===== src/rtl/led_sequencer_param.sv =====
// Parametrised LED pattern sequencer: single clock domain, clock-enable step divider,
// eight patterns with run/pause. Optional PWM dimming is enabled by defining LED_PWM_EN.
module led_sequencer_param #(
    parameter int NUM_LEDS = 8,
    parameter int BASE_DIV = 10_000_000,
    parameter int DIV_W    = 24
) (
    input  logic                clk_10MHz,
    input  logic                rstn,
    input  logic [1:0]          rate_sel,
    input  logic [2:0]          pattern_sel,
    input  logic                run,
    input  logic [3:0]          brightness,
    output logic [NUM_LEDS-1:0] led_out,
    output logic                seq_wrap
);
    // One spare bit so fill/drain can count to 2N-1 for every legal NUM_LEDS.
    localparam int STEP_W = NUM_LEDS + 1;
    localparam logic [DIV_W-1:0]  BASE_P    = DIV_W'(BASE_DIV);
    localparam logic [STEP_W-1:0] ONE_K     = STEP_W'(1);
    localparam logic [STEP_W-1:0] LAST_K    = STEP_W'(NUM_LEDS - 1);
    localparam logic [STEP_W-1:0] LAST_FILL = STEP_W'(2 * NUM_LEDS - 1);
    localparam logic [STEP_W-1:0] CNT_MASK  = {1'b0, {NUM_LEDS{1'b1}}};

    logic [DIV_W-1:0]    div_cnt_q;
    logic [2:0]          pat_cur_q;
    logic [STEP_W-1:0]   step_q;
    logic                dir_q;
    logic [NUM_LEDS-1:0] led_q;
    logic                wrap_q;

    logic [DIV_W-1:0]    period_s;
    logic [DIV_W-1:0]    period_m1_s;
    logic                tick_s;
    logic [STEP_W-1:0]   step_d;
    logic                dir_d;
    logic                wrap_d;

    function automatic logic [NUM_LEDS-1:0] decode(input logic [2:0] pat, input logic [STEP_W-1:0] k);
        logic [NUM_LEDS-1:0] v;
        logic [STEP_W-1:0]   fill_n;
        v      = '0;
        fill_n = (k < STEP_W'(NUM_LEDS)) ? (k + ONE_K) : (LAST_FILL - k);
        for (int i = 0; i < NUM_LEDS; i++) begin
            case (pat)
                3'd0:    v[i] = 1'b0;
                3'd1:    v[i] = 1'b1;
                3'd2:    v[i] = (k == STEP_W'(i));
                3'd3:    v[i] = (k == STEP_W'(NUM_LEDS - 1 - i));
                3'd4:    v[i] = (k == STEP_W'(i));
                3'd5:    v[i] = ((i % 2) == 0) ^ k[0];
                3'd6:    v[i] = k[i];
                3'd7:    v[i] = (STEP_W'(i) < fill_n);
                default: v[i] = 1'b0;
            endcase
        end
        return v;
    endfunction

    // Step period and tick; >= lets a shortened period fire at once instead of wrapping.
    always_comb begin
        period_s    = BASE_P >> {rate_sel, 1'b0};
        period_m1_s = period_s - DIV_W'(1);
        tick_s      = run && (div_cnt_q >= period_m1_s);
    end

    // Next step/direction/wrap for the current pattern.
    always_comb begin
        step_d = step_q;
        dir_d  = dir_q;
        wrap_d = 1'b0;
        case (pat_cur_q)
            3'd2, 3'd3: begin
                if (step_q >= LAST_K) begin
                    step_d = '0;
                    wrap_d = 1'b1;
                end else begin
                    step_d = step_q + ONE_K;
                end
            end
            3'd4: begin
                if (!dir_q) begin
                    step_d = step_q + ONE_K;
                    if (step_q + ONE_K >= LAST_K) begin
                        dir_d = 1'b1;
                    end else begin
                        dir_d = 1'b0;
                    end
                end else begin
                    step_d = step_q - ONE_K;
                    if (step_q <= ONE_K) begin
                        dir_d  = 1'b0;
                        wrap_d = 1'b1;
                    end else begin
                        dir_d  = 1'b1;
                    end
                end
            end
            3'd5: begin
                step_d = step_q[0] ? '0 : ONE_K;
                wrap_d = step_q[0];
            end
            3'd6: begin
                step_d = (step_q + ONE_K) & CNT_MASK;
                wrap_d = (step_q[NUM_LEDS-1:0] == {NUM_LEDS{1'b1}});
            end
            3'd7: begin
                if (step_q >= LAST_FILL) begin
                    step_d = '0;
                    wrap_d = 1'b1;
                end else begin
                    step_d = step_q + ONE_K;
                end
            end
            default: begin
                step_d = step_q;
                wrap_d = 1'b0;
            end
        endcase
    end

    // Divider and sequencer state; a pattern change restarts at step 0 on the tick.
    always_ff @(posedge clk_10MHz or negedge rstn) begin
        if (!rstn) begin
            div_cnt_q <= '0;
            pat_cur_q <= 3'd0;
            step_q    <= '0;
            dir_q     <= 1'b0;
            led_q     <= '0;
            wrap_q    <= 1'b0;
        end else if (!run) begin
            wrap_q    <= 1'b0;
        end else if (tick_s) begin
            div_cnt_q <= '0;
            if (pattern_sel != pat_cur_q) begin
                pat_cur_q <= pattern_sel;
                step_q    <= '0;
                dir_q     <= 1'b0;
                led_q     <= decode(pattern_sel, '0);
                wrap_q    <= 1'b0;
            end else begin
                step_q    <= step_d;
                dir_q     <= dir_d;
                led_q     <= decode(pat_cur_q, step_d);
                wrap_q    <= wrap_d;
            end
        end else begin
            div_cnt_q <= div_cnt_q + DIV_W'(1);
            wrap_q    <= 1'b0;
        end
    end

    assign seq_wrap = wrap_q;

`ifdef LED_PWM_EN
    logic [3:0] pwm_cnt_q;
    logic       pwm_on_q;

    // Free-running 16-clock PWM frame; full scale forces the LEDs fully on.
    always_ff @(posedge clk_10MHz or negedge rstn) begin
        if (!rstn) begin
            pwm_cnt_q <= 4'd0;
            pwm_on_q  <= 1'b0;
        end else begin
            pwm_cnt_q <= pwm_cnt_q + 4'd1;
            pwm_on_q  <= (brightness == 4'd15) | (pwm_cnt_q < brightness);
        end
    end

    assign led_out = led_q & {NUM_LEDS{pwm_on_q}};
`else
    logic unused_brightness_s;
    assign unused_brightness_s = ^brightness;
    assign led_out = led_q;
`endif

endmodule


===== config.mk =====
export PLATFORM = sky130hd
export DESIGN_NAME = led_sequencer_param
export DESIGN_NICKNAME = d
export VERILOG_FILES = /design/src/rtl/led_sequencer_param.sv
export SDC_FILE = /design/constraint.sdc
export NUM_CORES = 1
export LEC_CHECK = 0
export BUFFER_PORTS_ARGS = -buffer_cell sky130_fd_sc_hd__buf_2
export CORE_ASPECT_RATIO = 0.6
export CORE_UTILIZATION = 60
export CTS_BUF_LIST = sky130_fd_sc_hd__clkbuf_4
export DETAILED_ROUTE_END_ITERATION = 16
export PLACE_DENSITY = 0.78
export SETUP_SLACK_MARGIN = 0.15
export SYNTH_ARGS = -nofsm -noshare
export SYNTH_HDL_FRONTEND = slang
export SYNTH_SLANG_ARGS = --single-unit

===== constraint.sdc =====
create_clock -name clk_10MHz -period 7.7 [get_ports clk_10MHz]
set_input_delay 0.77 -clock clk_10MHz [delete_from_list [all_inputs] [get_ports clk_10MHz]]
set_output_delay 0.77 -clock clk_10MHz [all_outputs]
set_load 0.005 [all_outputs]

==> results.cfg <==
[placement]
place.gp.congestion = 0.981
place_area_um2 = 4450
dp_hpwl_um = 8890
io_buffers = 16

[yosys]
yosysWarnings = 0
synth_edf_count = 0
synth.top_cell.area_share_pct = 26.3
ys_async_sr_fraction_pct = 100
synth-seq-cells = 46
synth_area_leaders = dfrtp_1 26%, ha_1 13%, nor2_1 5.0%
seq_area_frac_synth_pct = 26.3
syn-cell-area_um2 = 4370
yosysTopAreaCell = dfrtp_1
synthCells = 534
synth_nets = 590
synth_cell_types = 74
syn_area_per_cell_um2 = 8.18
synth_ff_type = dfrtp_1

[cells_and_area]
postLayoutCoreUtil_pct = 65.6
drive_above_1_share_pct = 7.77
layout_common_cells = 58 x nor2_1, 46 x dfrtp_1, 44 x ha_1
final_common_cell = nor2_1
num_antenna_cells = 0
fin_nets = 584
stdcell_area_um2 = 4490
area.growth.synth_to_final_pct = 2.83

[sta]
min_period_ns = 4.74
tightest_slew_ns = 1.01
maxSlewViolCount = 0
grt_setup_unrepaired = no
setup_violations = 0
max_freq_mhz = 211
final.setup.tns_ns = 0
hold_viol_final = 0
finalClockSkew_ns = 0.0138
slew_headroom_pct = 32.6
period_share_pct = 61.5

[detailed_routing]
via_per_inst = 6.73
postRouteAntennaNets = 0
drt_iter0_drc = 410
post-route-drc-count = 1
drt_wl_total_um = 11700
firstDrtPassIters = 11
avgRoutedWirePerCell_um = 19.1
num_vias = 4136

[global_routing]
grt_first_pass_wirelength_um = 18800
use_met3_pct = 9.92
busiest_layer = met1
globalRouteMet1Util_pct = 48.7
track_usage_pct = 32.1
grt_max_degree = 47
grt_antenna_before_repair = 0
met2_usage_pct = 44.3
grt_overflow_total = 0
grt_pass1_vias = 3593

[floorplan]
die_h_um = 68.1
core_area_um2 = 6850
io_pins = 21
rows = 23
dieArea_um2 = 7640
die_width_um = 112
initial_core_util_pct = 63.8

[clock_tree]
clock_latency_ns = 0.37
clk_pin_slew_ns = 0.15
cts_resized = 0
clockBufferDepth = 2
htree_levels = 2
cts_buffers = 5
tritoncts = built
ctsRootBufferMaster = clkbuf_4
holdBufCountCts = 0
post-cts-setup-buffers = 0
clock_sinks = 46

[status]
outcome = finished, violations left
violations = design-rule violations

[power_and_ir_drop]
p_per_area_nw_per_um2 = 110
ir_drop_mv = 0.155
p_leak_nw = 2.03

[critical_path]
critPathRequiredTime_ns = 8.01
critPathLaunchType = input port
path_class = input port to flop
arrival_ns = 5.05
cp-end-kind = flop
critPathMaxFanout = 29

[job]
drv_cap = 0

[worst_hold_path]
min_path_type = input port to async pin
## per-stage QoR
step | power [W] | cells | hold slack (ns) | setup WS [ns]
final | 0.000494 | 615 | 0.558 | 2.96
after global placement | 0.000378 | 608 | 0.543 | 2.80
after global routing | 0.000524 | 615 | 0.596 | 2.58
after CTS | 0.000498 | 615 | 0.563 | 3.06
after floorplan | 0.000352 | 534 | 0.474 | 4.13
after detailed placement | 0.000384 | 608 | 0.545 | 2.64
## sequential cells by signal, summed over array words and instances, names as in the netlist
name	flops
dir_q	1
div_cnt_q	24
led_out	8
pat_cur_q	3
seq_wrap	1
step_q	9
## logic make-up (layout without fill, tap and decap cells)
group | Yosys count | in the layout | share of synthesized area [%]
AO/OA/AOI/OAI | 141 | 141 | 23.2
XOR/XNOR | 36 | 36 | 7.21
multiplexers | 8 | 8 | 1.86
other | 1 | 1 | 0.0858
buffers and inverters | 59 | 53 | 5.41
flip-flops | 46 | 46 | 26.3
AND/OR/NAND/NOR | 199 | 199 | 23.3
adder cells (fa/ha/maj) | 44 | 44 | 12.6
## worst paths after layout
path	start	to	slack [ns]	cells after the start
hold reg to reg	div_cnt_q[4]	div_cnt_q[4]	0.56	1
min in group clk_10MHz	div_cnt_q[4]	div_cnt_q[4]	0.56	1
setup / recovery	rate_sel[0]	led_out[7]	2.96	14
hold / removal	rstn	dir_q	0.56	1
max in group asynchronous	rstn	div_cnt_q[1]	6.51	1
setup reg to reg	step_q[0]	led_out[4]	3.11	15
## area by class of cell
class | count | area, um2
multi-input combinational | 429 | 2980
sequential | 46 | 1150
fill | 588 | 2350
inverter | 27 | 101
timing repair buffer | 19 | 103
tap | 87 | 109
clock inverter | 2 | 10.0
clock buffer | 5 | 37.5
## critical path, stage by stage
cell and delay [ns]:
buf_2 0.16, inv_1 0.11, ha_1 0.36, xnor2_1 0.23, ha_1 0.22, o21a_1 0.12, o21ai_0 0.07, a211oi_1 0.26
a211oi_1 0.13, o31ai_1 0.84, nand2_1 0.82, nor4b_1 0.62, a2111oi_0 0.14, a21oi_1 0.19
## per-layer routing
metal  vias up  share of wire (%)
met3         8                 11
li1       1952                  -
met2       199                 39
met4         0               0.64
met1      1977                 49
met5         -                  0
## Yosys cell counts (5+ instances only)
cell / n
a211oi_1: 7
a21oi_1: 18
ha_1: 44
a31oi_1: 11
nand3_1: 27
o31ai_1: 13
a21o_1: 7
or3_1: 5
xnor2_1: 20
nor4_1: 5
o22ai_1: 5
clkbuf_1: 20
nor2_1: 58
nand4_1: 8
nor3_1: 10
nand2b_1: 7
dfrtp_1: 46
and3_1: 15
buf_1: 5
and2_1: 6
a22oi_1: 9
inv_1: 26
nand2_1: 37
o21ai_0: 27
xor2_1: 16
mux2i_1: 7
buf_2: 6
## power breakdown
group / internal, W / switching (W) / total, W
clock network: 0.0000331 / 0.0000811 / 0.000114
registers: 0.000260 / 0.0000298 / 0.000289
logic: 0.0000418 / 0.0000491 / 0.0000909
Power figures use the tool's default switching activity.
